File: config.mk
export PLATFORM = sky130hd
export DESIGN_NAME = apu_reg_sequencer
export DESIGN_NICKNAME = d
export VERILOG_FILES = /design/src/rtl/apu_pkg.sv /design/src/rtl/apu_wr_fifo.sv /design/src/rtl/apu_reg_sequencer.sv
export SDC_FILE = /design/constraint.sdc
export NUM_CORES = 1
export LEC_CHECK = 0
export BUFFER_PORTS_ARGS = -buffer_cell sky130_fd_sc_hd__buf_2
export CAP_MARGIN = 20
export CORE_ASPECT_RATIO = 1.1
export CORE_MARGIN = 2
export CORE_UTILIZATION = 30
export DETAILED_ROUTE_END_ITERATION = 12
export SLEW_MARGIN = 20
export SYNTH_ARGS = -nofsm -noshare
export SYNTH_HDL_FRONTEND = slang
export SYNTH_SLANG_ARGS = --single-unit
export TNS_END_PERCENT = 30
File: constraint.sdc
create_clock -name clk -period 3.3 [get_ports clk]
set_clock_uncertainty 0.15 [all_clocks]
set_input_delay 0.165 -clock clk [delete_from_list [all_inputs] [get_ports clk]]
set_output_delay 0.165 -clock clk [all_outputs]
set_load 0.03 [all_outputs]
File: src/rtl/apu_pkg.sv
// Shared field positions, sequencer states and the queued-write record for the
// APU register sequencer and its write queue.
package apu_pkg;

  // Host byte layout: [7] must be zero, [6:5] register index, [4] high-nibble flag, [3:0] nibble
  localparam int ERR_BIT = 7;
  localparam int IDX_MSB = 6;
  localparam int IDX_LSB = 5;
  localparam int HI_BIT  = 4;

  typedef enum logic [1:0] {
    IDLE  = 2'd0,
    WRITE = 2'd1,
    TRIG  = 2'd2
  } seq_state_t;

  typedef struct packed {
    logic [1:0] addr;
    logic [7:0] data;
  } apu_wr_t;

  localparam int WR_W = $bits(apu_wr_t);

  function automatic apu_wr_t pack_wr(input logic [1:0] idx, input logic [3:0] hi_nib,
                                      input logic [3:0] lo_nib);
    apu_wr_t w_wr;
    w_wr.addr = idx;
    w_wr.data = {hi_nib, lo_nib};
    return w_wr;
  endfunction

endpackage

File: src/rtl/apu_wr_fifo.sv
// Small first-in first-out queue of pending APU register writes. The head entry
// is readable combinationally so the sequencer can latch it in the pop cycle.
import apu_pkg::*;

module apu_wr_fifo #(
  parameter int DEPTH = 4
) (
  input  logic                     clk,
  input  logic                     rst_n,
  input  logic                     i_flush,
  input  logic                     i_push,
  input  logic [WR_W-1:0]          i_wr,
  input  logic                     i_pop,
  output logic [WR_W-1:0]          o_rd,
  output logic                     o_full,
  output logic                     o_empty,
  output logic [$clog2(DEPTH):0]   o_count
);

  localparam int AW = $clog2(DEPTH);
  localparam logic [AW:0] FULL_CNT = (AW+1)'(DEPTH);

  logic [WR_W-1:0] r_mem [DEPTH];
  logic [AW-1:0]   r_wr_ptr;
  logic [AW-1:0]   r_rd_ptr;
  logic [AW:0]     r_count;

  logic w_do_pop;
  logic w_do_push;

  assign w_do_pop  = i_pop && (r_count != '0);
  // A push into a full queue is still accepted when the head leaves in the same cycle
  assign w_do_push = i_push && ((r_count != FULL_CNT) || w_do_pop);

  always_ff @(posedge clk or negedge rst_n) begin
    if (!rst_n) begin
      r_wr_ptr <= '0;
      r_rd_ptr <= '0;
      r_count  <= '0;
    end else if (i_flush) begin
      r_wr_ptr <= '0;
      r_rd_ptr <= '0;
      r_count  <= '0;
    end else begin
      if (w_do_push) begin
        r_wr_ptr <= r_wr_ptr + 1'b1;
      end
      if (w_do_pop) begin
        r_rd_ptr <= r_rd_ptr + 1'b1;
      end
      case ({w_do_push, w_do_pop})
        2'b10:   r_count <= r_count + 1'b1;
        2'b01:   r_count <= r_count - 1'b1;
        default: r_count <= r_count;
      endcase
    end
  end

  always_ff @(posedge clk) begin
    if (w_do_push) begin
      r_mem[r_wr_ptr] <= i_wr;
    end
  end

  assign o_rd    = r_mem[r_rd_ptr];
  assign o_full  = (r_count == FULL_CNT);
  assign o_empty = (r_count == '0);
  assign o_count = r_count;

endmodule

File: src/rtl/apu_reg_sequencer.sv
// Turns host nibble-protocol bytes into APU square-channel register writes,
// queues them and plays them out one at a time, avoiding quarter-frame ticks.
import apu_pkg::*;

module apu_reg_sequencer #(
  parameter int         DEPTH    = 4,
  parameter logic [1:0] TRIG_REG = 2'd3
) (
  input  logic       clk,
  input  logic       rst_n,
  input  logic [7:0] i_rx_data,
  input  logic       i_rx_valid,
  input  logic       i_flush,
  input  logic       i_frame_tick,
  output logic [1:0] o_apu_addr,
  output logic [7:0] o_apu_data,
  output logic       o_apu_we,
  output logic       o_apu_trig,
  output logic [3:0] o_low_pend,
  output logic       o_proto_err,
  output logic       o_overflow
);

  localparam int CW = $clog2(DEPTH) + 1;

  seq_state_t r_state;
  logic [1:0] r_addr;
  logic [7:0] r_data;
  logic [3:0] r_stage [4];
  logic [3:0] r_low_pend;
  logic       r_proto_err;
  logic       r_overflow;

  logic            w_rx_ok;
  logic [1:0]      w_idx;
  logic [3:0]      w_nib;
  logic            w_bad;
  logic            w_lo_wr;
  logic            w_hi_wr;
  logic            w_pair;
  logic            w_orphan;
  logic            w_pop;
  logic            w_push;
  logic            w_ovf;
  logic [CW-1:0]   w_post_pop_cnt;
  apu_wr_t         w_entry;
  apu_wr_t         w_head;
  logic [WR_W-1:0] w_rd;
  logic            w_full;
  logic            w_empty;
  logic [CW-1:0]   w_count;

  // flush wins over a coincident byte, so the byte is simply never decoded
  assign w_rx_ok  = i_rx_valid && !i_flush;
  assign w_idx    = i_rx_data[IDX_MSB:IDX_LSB];
  assign w_nib    = i_rx_data[3:0];
  assign w_bad    = w_rx_ok && i_rx_data[ERR_BIT];
  assign w_lo_wr  = w_rx_ok && !i_rx_data[ERR_BIT] && !i_rx_data[HI_BIT];
  assign w_hi_wr  = w_rx_ok && !i_rx_data[ERR_BIT] && i_rx_data[HI_BIT];
  assign w_pair   = w_hi_wr && r_low_pend[w_idx];
  assign w_orphan = w_hi_wr && !r_low_pend[w_idx];
  assign w_entry  = pack_wr(w_idx, w_nib, r_stage[w_idx]);

  assign w_pop          = (r_state == IDLE) && !w_empty && !i_frame_tick && !i_flush;
  assign w_post_pop_cnt = w_count - CW'(w_pop);
  assign w_push         = w_pair && (w_post_pop_cnt < CW'(DEPTH));
  assign w_ovf          = w_pair && w_full && !w_pop;

  apu_wr_fifo #(
    .DEPTH (DEPTH)
  ) u_fifo (
    .clk     (clk),
    .rst_n   (rst_n),
    .i_flush (i_flush),
    .i_push  (w_push),
    .i_wr    (w_entry),
    .i_pop   (w_pop),
    .o_rd    (w_rd),
    .o_full  (w_full),
    .o_empty (w_empty),
    .o_count (w_count)
  );

  assign w_head = apu_wr_t'(w_rd);

  // Per-register low-nibble staging; the pending bit clears whether or not the pair was queued
  always_ff @(posedge clk or negedge rst_n) begin
    if (!rst_n) begin
      for (int i = 0; i < 4; i++) begin
        r_stage[i] <= '0;
      end
      r_low_pend <= '0;
    end else if (i_flush) begin
      r_low_pend <= '0;
    end else begin
      for (int i = 0; i < 4; i++) begin
        if (w_lo_wr && (w_idx == 2'(i))) begin
          r_stage[i]    <= w_nib;
          r_low_pend[i] <= 1'b1;
        end else if (w_pair && (w_idx == 2'(i))) begin
          r_low_pend[i] <= 1'b0;
        end
      end
    end
  end

  always_ff @(posedge clk or negedge rst_n) begin
    if (!rst_n) begin
      r_proto_err <= 1'b0;
      r_overflow  <= 1'b0;
    end else if (i_flush) begin
      r_proto_err <= 1'b0;
      r_overflow  <= 1'b0;
    end else begin
      r_proto_err <= r_proto_err | w_bad | w_orphan;
      r_overflow  <= r_overflow | w_ovf;
    end
  end

  always_ff @(posedge clk or negedge rst_n) begin
    if (!rst_n) begin
      r_state <= IDLE;
      r_addr  <= '0;
      r_data  <= '0;
    end else if (i_flush) begin
      r_state <= IDLE;
    end else begin
      case (r_state)
        IDLE: begin
          if (w_pop) begin
            r_state <= WRITE;
            r_addr  <= w_head.addr;
            r_data  <= w_head.data;
          end
        end
        WRITE:   r_state <= (r_addr == TRIG_REG) ? TRIG : IDLE;
        TRIG:    r_state <= IDLE;
        default: r_state <= IDLE;
      endcase
    end
  end

  assign o_apu_addr  = r_addr;
  assign o_apu_data  = r_data;
  assign o_apu_we    = (r_state == WRITE);
  assign o_apu_trig  = (r_state == TRIG);
  assign o_low_pend  = r_low_pend;
  assign o_proto_err = r_proto_err;
  assign o_overflow  = r_overflow;

endmodule

# Word-level counts from Yosys, hierarchy flattened
# Memories as Yosys holds them, arrays and structs flattened. A register that Yosys moved wholly into a read port is not among the register bits.
# Cells that the tools add are included.
# W data, S select, Z words.
[op_classes]
mux = 28
n_reduce_logical = 48
bitwise = 5
magnitude_cmp = 3
addsub = 5
eq_ne = 11
[op_table]
columns = ["operator", "count"]
rows = [
  ["$logic_and A1 B1 Y1", 23],
  ["$reduce_bool A3 Y1", 6],
  ["$mux W2", 7],
  ["$mux W1", 13],
  ["$mux W4", 3],
  ["$eq A2 B2 Y1 const B", 5],
  ["$bmux W4 S2", 1],
  ["$logic_not A1 Y1", 8],
  ["$reduce_and A2 Y1", 4],
  ["$eq A2 B1 Y1 const B", 3],
  ["$pmux W3 S2", 1],
  ["$add A2 B1 Y2 const B", 2],
  ["$logic_not A2 Y1", 2],
  ["$pmux W2 S2", 1],
  ["$reduce_bool A2 Y1", 2],
  ["$add A3 B1 Y3 const B", 1],
  ["$eq A3 B3 Y1 const B", 1],
  ["$ge A3 B3 Y1 const B", 1],
  ["$logic_not A3 Y1", 1],
  ["$lt A2 B3 Y1 const B", 1],
  ["$lt A3 B3 Y1 const B", 1],
  ["$mux W3", 1],
  ["$ne A3 B2 Y1 const B", 1],
  ["$ne A3 B3 Y1 const B", 1],
  ["8 further kinds", 10],
]
[word_totals]
elab_cells = 115
output_inout_bits = 18
ram_bits = 40
register_bits = 31
inputBits = 13
mem_count = 1
[memory_table]
columns = ["name", "words", "word_bits", "read_ports", "rd_clocked_by_memory_dff", "write_ports", "line_no", "source"]
rows = [
  ["u_fifo.r_mem", 4, 10, 1, 1, 1, "apu_wr_fifo.sv:23", "logic [WR_W-1:0] r_mem [DEPTH];"],
]

# Longest topological paths before layout
[logic_depth]
depth_word = 12
ltp_mapped = 9
ltp_nobuf = 8

# Hierarchy
# From an unflattened synthesis, not the netlist that was laid out.
[hier_totals]
cells_unflattened = 220
hier_area_um2 = 3515.9
[modules_own_cells]
columns = ["module", "seq_area_each_um2", "cells_each", "instances", "area_each_um2"]
rows = [
  ["apu_wr_fifo", 1376.3, 113, 1, 1976.9],
  ["apu_reg_sequencer", 850.8, 107, 1, 1539.0],
]

# Worst setup path after synthesis
# No wires, ideal clock.
[synth_timing]
path_kind = "flip-flop to flip-flop"
from = "register r_low_pend[3], in the netlist o_low_pend[3]"
to = "register u_fifo.r_count[1], in the netlist u_fifo.o_count[1]"
t_required_ns = 3.024
stages_incl_launch_ff = 9
path_buffers = 0
t_arrival_ns = 2.310
slack_ns = 0.714
setup_ns = 0.126
cell_sequence = "dfrtp_1 -> mux4_2 -> nand2_1 -> o21ai_0 -> a21oi_1 -> fa_1 -> nand2_1 -> a21oi_1 -> a221o_1"
[synth_between]
elab_chain_cells = 8
word_cells_on_any_way = 10
cone_classes = "2 x eq/ne; 4 x mux; 4 x reduce/logical"
[synth_lines]
columns = ["item", "line_no", "source"]
rows = [
  ["start: declaration", "apu_reg_sequencer.sv:30", "logic [3:0] r_low_pend;"],
  ["start signal: assignment", "apu_reg_sequencer.sv:92", "r_low_pend <= '0;"],
  ["start signal: assignment", "apu_reg_sequencer.sv:94", "r_low_pend <= '0;"],
  ["start signal: indexed assignment", "apu_reg_sequencer.sv:99", "r_low_pend[i] <= 1'b1;"],
  ["$bmux W1 S2 (*)", "apu_reg_sequencer.sv:60", "assign w_pair = w_hi_wr && r_low_pend[w_idx];"],
  ["$mux W1 (not written as such) (*)", "apu_reg_sequencer.sv:60", ""],
  ["$logic_and A1 B1 Y1 (*)", "apu_reg_sequencer.sv:60", ""],
  ["$logic_and A1 B1 Y1 (*)", "apu_reg_sequencer.sv:66", "assign w_push = w_pair && (w_post_pop_cnt < CW'(DEPTH));"],
  ["$logic_and A1 B1 Y1 (*)", "apu_wr_fifo.sv:33", "assign w_do_push = i_push && ((r_count != FULL_CNT) || w_do_pop);"],
  ["$eq A2 B1 Y1 or $eq A2 B2 Y1 (tied branches)", "apu_wr_fifo.sv:51", "case ({w_do_push, w_do_pop})"],
  ["$pmux W3 S2", "apu_wr_fifo.sv:51", ""],
  ["$mux W3", "apu_wr_fifo.sv:40", "end else if (i_flush) begin"],
  ["end signal: assignment", "apu_wr_fifo.sv:52", "2'b10: r_count <= r_count + 1'b1;"],
  ["end signal: assignment", "apu_wr_fifo.sv:53", "2'b01: r_count <= r_count - 1'b1;"],
  ["end signal: assignment", "apu_wr_fifo.sv:54", "default: r_count <= r_count;"],
  ["end: declaration", "apu_wr_fifo.sv:26", "logic [AW:0] r_count;"],
]
# Mark *: on every way between the ends. The rest lies on a longest branch, timed or not. The select of a mux whose other input is x is not followed.
# A chain may end at the register's enable or synchronous reset.

# Worst setup path in the final report
# Same ends and word-level chain as after synthesis.

==> flow_metrics.tcl <==
set metrics [dict create \
    cpPeakStageDelay_ps 560 \
    drcViolationCount 0 \
    setup_violations 0 \
    antenna_found_initial 0 \
    cts_tree "yes" \
    cp-start-kind "flip-flop" \
    htree_levels 3 \
    gp_congestion 0.763 \
    slew_headroom_pct 35.5 \
    drtPass1Iterations 4 \
    grt_pass1_vias 2073 \
    ctsRootBufferMaster "clkbuf_16" \
    holdPathStages 2 \
    dp_hpwl_mm 4.32 \
    synthCells 219 \
    synth_area_um2 3520 \
    grt_usage_pct 11.0 \
    power.density_nw_per_um2 566 \
    portBuffers 30 \
    ys_ff_latch 81 \
    grt_max_degree 42 \
    dieHeight_um 118 \
    pre_cts_slack_ps 548 \
    cp_slowest_cell "mux4_2" \
    design_area_um2 4190 \
    critical_path_buf_inv_count 0 \
    crit_fanout 7 \
    hold_viol_final 0 \
    drt-total-wl_mm 6.43 \
    dp.cells 390 \
    ys_types 48 \
    std_cell_rows 41 \
    period_minus_slack_ps 2640 \
    numCtsBuffers 9 \
    hold_ws_ps 41.9 \
    cts_hold_buf 6 \
    clk_pin_slew_ps 60 \
    routedWlPerCell_um 15.6 \
    ant_nets 0 \
    rsz0062_at_grt "false" \
    cp_cell_sequence "mux4_2, nand2_1, o21ai_0, a21oi_1, fa_1, nand2_1, a21oi_1, a221o_1" \
    fin_nets 275 \
    initial_core_util_pct 30.8 \
    cts.path.max_buffers 2 \
    grt_remaining_overflow 0 \
    io_pins 31 \
    synth_edf_count 40 \
    layoutNonFillerInstCount 412 \
    vdd_drop_max_uv 309 \
    fin_tns_setup_ps 0 \
    ys_warn_count 0 \
    layout-drive-gt1-share_pct 35.5 \
    clock_sinks 81 \
    leakage_nw 1.69 \
    synthArstFlopShare_pct 50.6 \
    path_delay_family "compound AO/OA/AOI/OAI gates" \
    drv_cap 0 \
    arrival_ps 2700 \
    r2r_cells 8 \
    cts_setup_buffers 0 \
    syn2layout_area_growth_pct 18.9 \
    crit_type "reg -> reg" \
    worst_pin_slew_ps 968 \
    core-area_um2 11400 \
    vias_per_cell 4.90 \
    grt_pass1_wl_mm 10.5 \
    max_freq_ghz 0.379 \
    report.power.total_mw 2.37 \
    die_area_um2 12600 \
    fin_crit_sh_pct 79.9 \
    syn_avg_cell_area_um2 16.1 \
    die_width_um 107 \
    dpl-instance-area_um2 3810 \
    crit_cells 8 \
    worst_slack_ps 665 \
    drtIter0Drc 195 \
    cts_resized 0 \
    synthFlopType "dfrtp_1" \
    fill_cells 1073 \
    hp-class "in -> reg" \
    outcome "complete, no violations" \
    synth_seq_area_share_pct 63.3 \
    slew_violations 0 \
    clkLatencyLatePin_ps 330 \
    cp-end-kind "flip-flop" \
    crit_required_ps 3370 \
    diodes 0 \
    finalCoreUtilization_pct 36.6 \
    synthesis.nets 237 \
    num_vias 2019 \
]
-- worst register-to-register path: stages, from the launching register on --
cell	delay, ps
dfrtp_1	400
mux4_2	560
nand2_1	200
o21ai_0	130
a21oi_1	200
fa_1	440
nand2_1	90
a21oi_1	50
a221o_1	320
-- cell usage in the layout, fill, tap and decap left out, drive strengths merged, types with 3 or more instances in the layout --
| master | instances |
|---|---|
| a21oi | 7 |
| mux4 | 15 |
| nand3 | 6 |
| edfxtp | 40 |
| dlygate4sd3 | 6 |
| and3 | 6 |
| inv | 7 |
| mux2 | 27 |
| clkbuf | 9 |
| dfrtp | 41 |
| buf | 31 |
| a31oi | 3 |
| ha | 4 |
| nand2 | 11 |
| nor2b | 3 |
| nor2 | 7 |
| a32o | 3 |
| o21ai | 6 |
-- cells by family (layout without fill, tap and decap cells) --
kind of cell	Yosys count	count (layout)	synth area share, %
XOR/XNOR	1	1	0.249
adder cells (fa/ha/maj)	5	5	1.99
flip-flops	81	81	63.3
buffers and inverters	15	58	2.13
multiplexers	43	43	18.9
AO/OA/AOI/OAI	32	32	6.68
AND/OR/NAND/NOR	42	42	6.72
-- cell type report --
| type | count | area, um2 | area share, % |
|---|---|---|---|
| flip-flops and latches | 81 | 2230 | 53.2 |
| multi-input cells | 123 | 1220 | 29.1 |
| clock buffers | 9 | 225 | 5.38 |
| repair buffers | 37 | 218 | 5.20 |
| well taps | 150 | 188 | 4.48 |
| clock inverters | 7 | 92.6 | 2.21 |
| inverters | 5 | 18.8 | 0.448 |
-- Yosys cell counts, drive strengths merged, types with 2 or more instances --
library cell | number | share of area (%)
dfrtp | 41 | 29
edfxtp | 40 | 34
mux2 | 27 | 8.6
mux4 | 15 | 10
nand2 | 11 | 1.2
a21oi | 7 | 1.1
nor2 | 7 | 0.75
and3 | 6 | 1.1
nand3 | 6 | 0.85
o21ai | 6 | 0.85
buf | 5 | 1.0
clkbuf | 5 | 0.57
inv | 5 | 0.53
ha | 4 | 1.4
a31oi | 3 | 0.53
a32o | 3 | 0.85
nor2b | 3 | 0.53
o211ai | 2 | 0.43
-- sequential cells by signal, indices dropped and copies added, names as in the netlist --
signal           flops
o_proto_err          1
u_fifo.r_mem        40
u_fifo.r_rd_ptr      2
o_apu_data           8
o_low_pend           4
o_apu_addr           2
o_overflow           1
u_fifo.o_count       3
u_fifo.r_wr_ptr      2
r_state              2
r_stage             16
-- report_power, final --
group	internal, mW	leakage (nW)	switching, mW
Combinational	0.0756	0.626	0.0908
Clock	0.662	0.152	0.392
Sequential	1.12	0.911	0.0241
-- path summary, 6_finish.rpt --
path                          startpoint                end  slack (ps)
setup reg to reg           o_low_pend[3]  u_fifo.o_count[1]         660
hold reg to reg            o_apu_data[1]      o_apu_data[1]         350
setup / recovery           o_low_pend[3]  u_fifo.o_count[1]         660
min in group asynchronous          rst_n      o_apu_data[1]         380
hold / removal                   i_flush  u_fifo.o_count[2]          40
max in group asynchronous          rst_n         r_stage[2]        2020
-- routing by layer --
metal | GRT usage [%] | share of wire, %
met4 | 5.84 | 2.3
met2 | 18.5 | 51
met5 | 0 | 0
met1 | 13.0 | 43
met3 | 2.27 | 3.5
(Power assumes the default switching activity.)
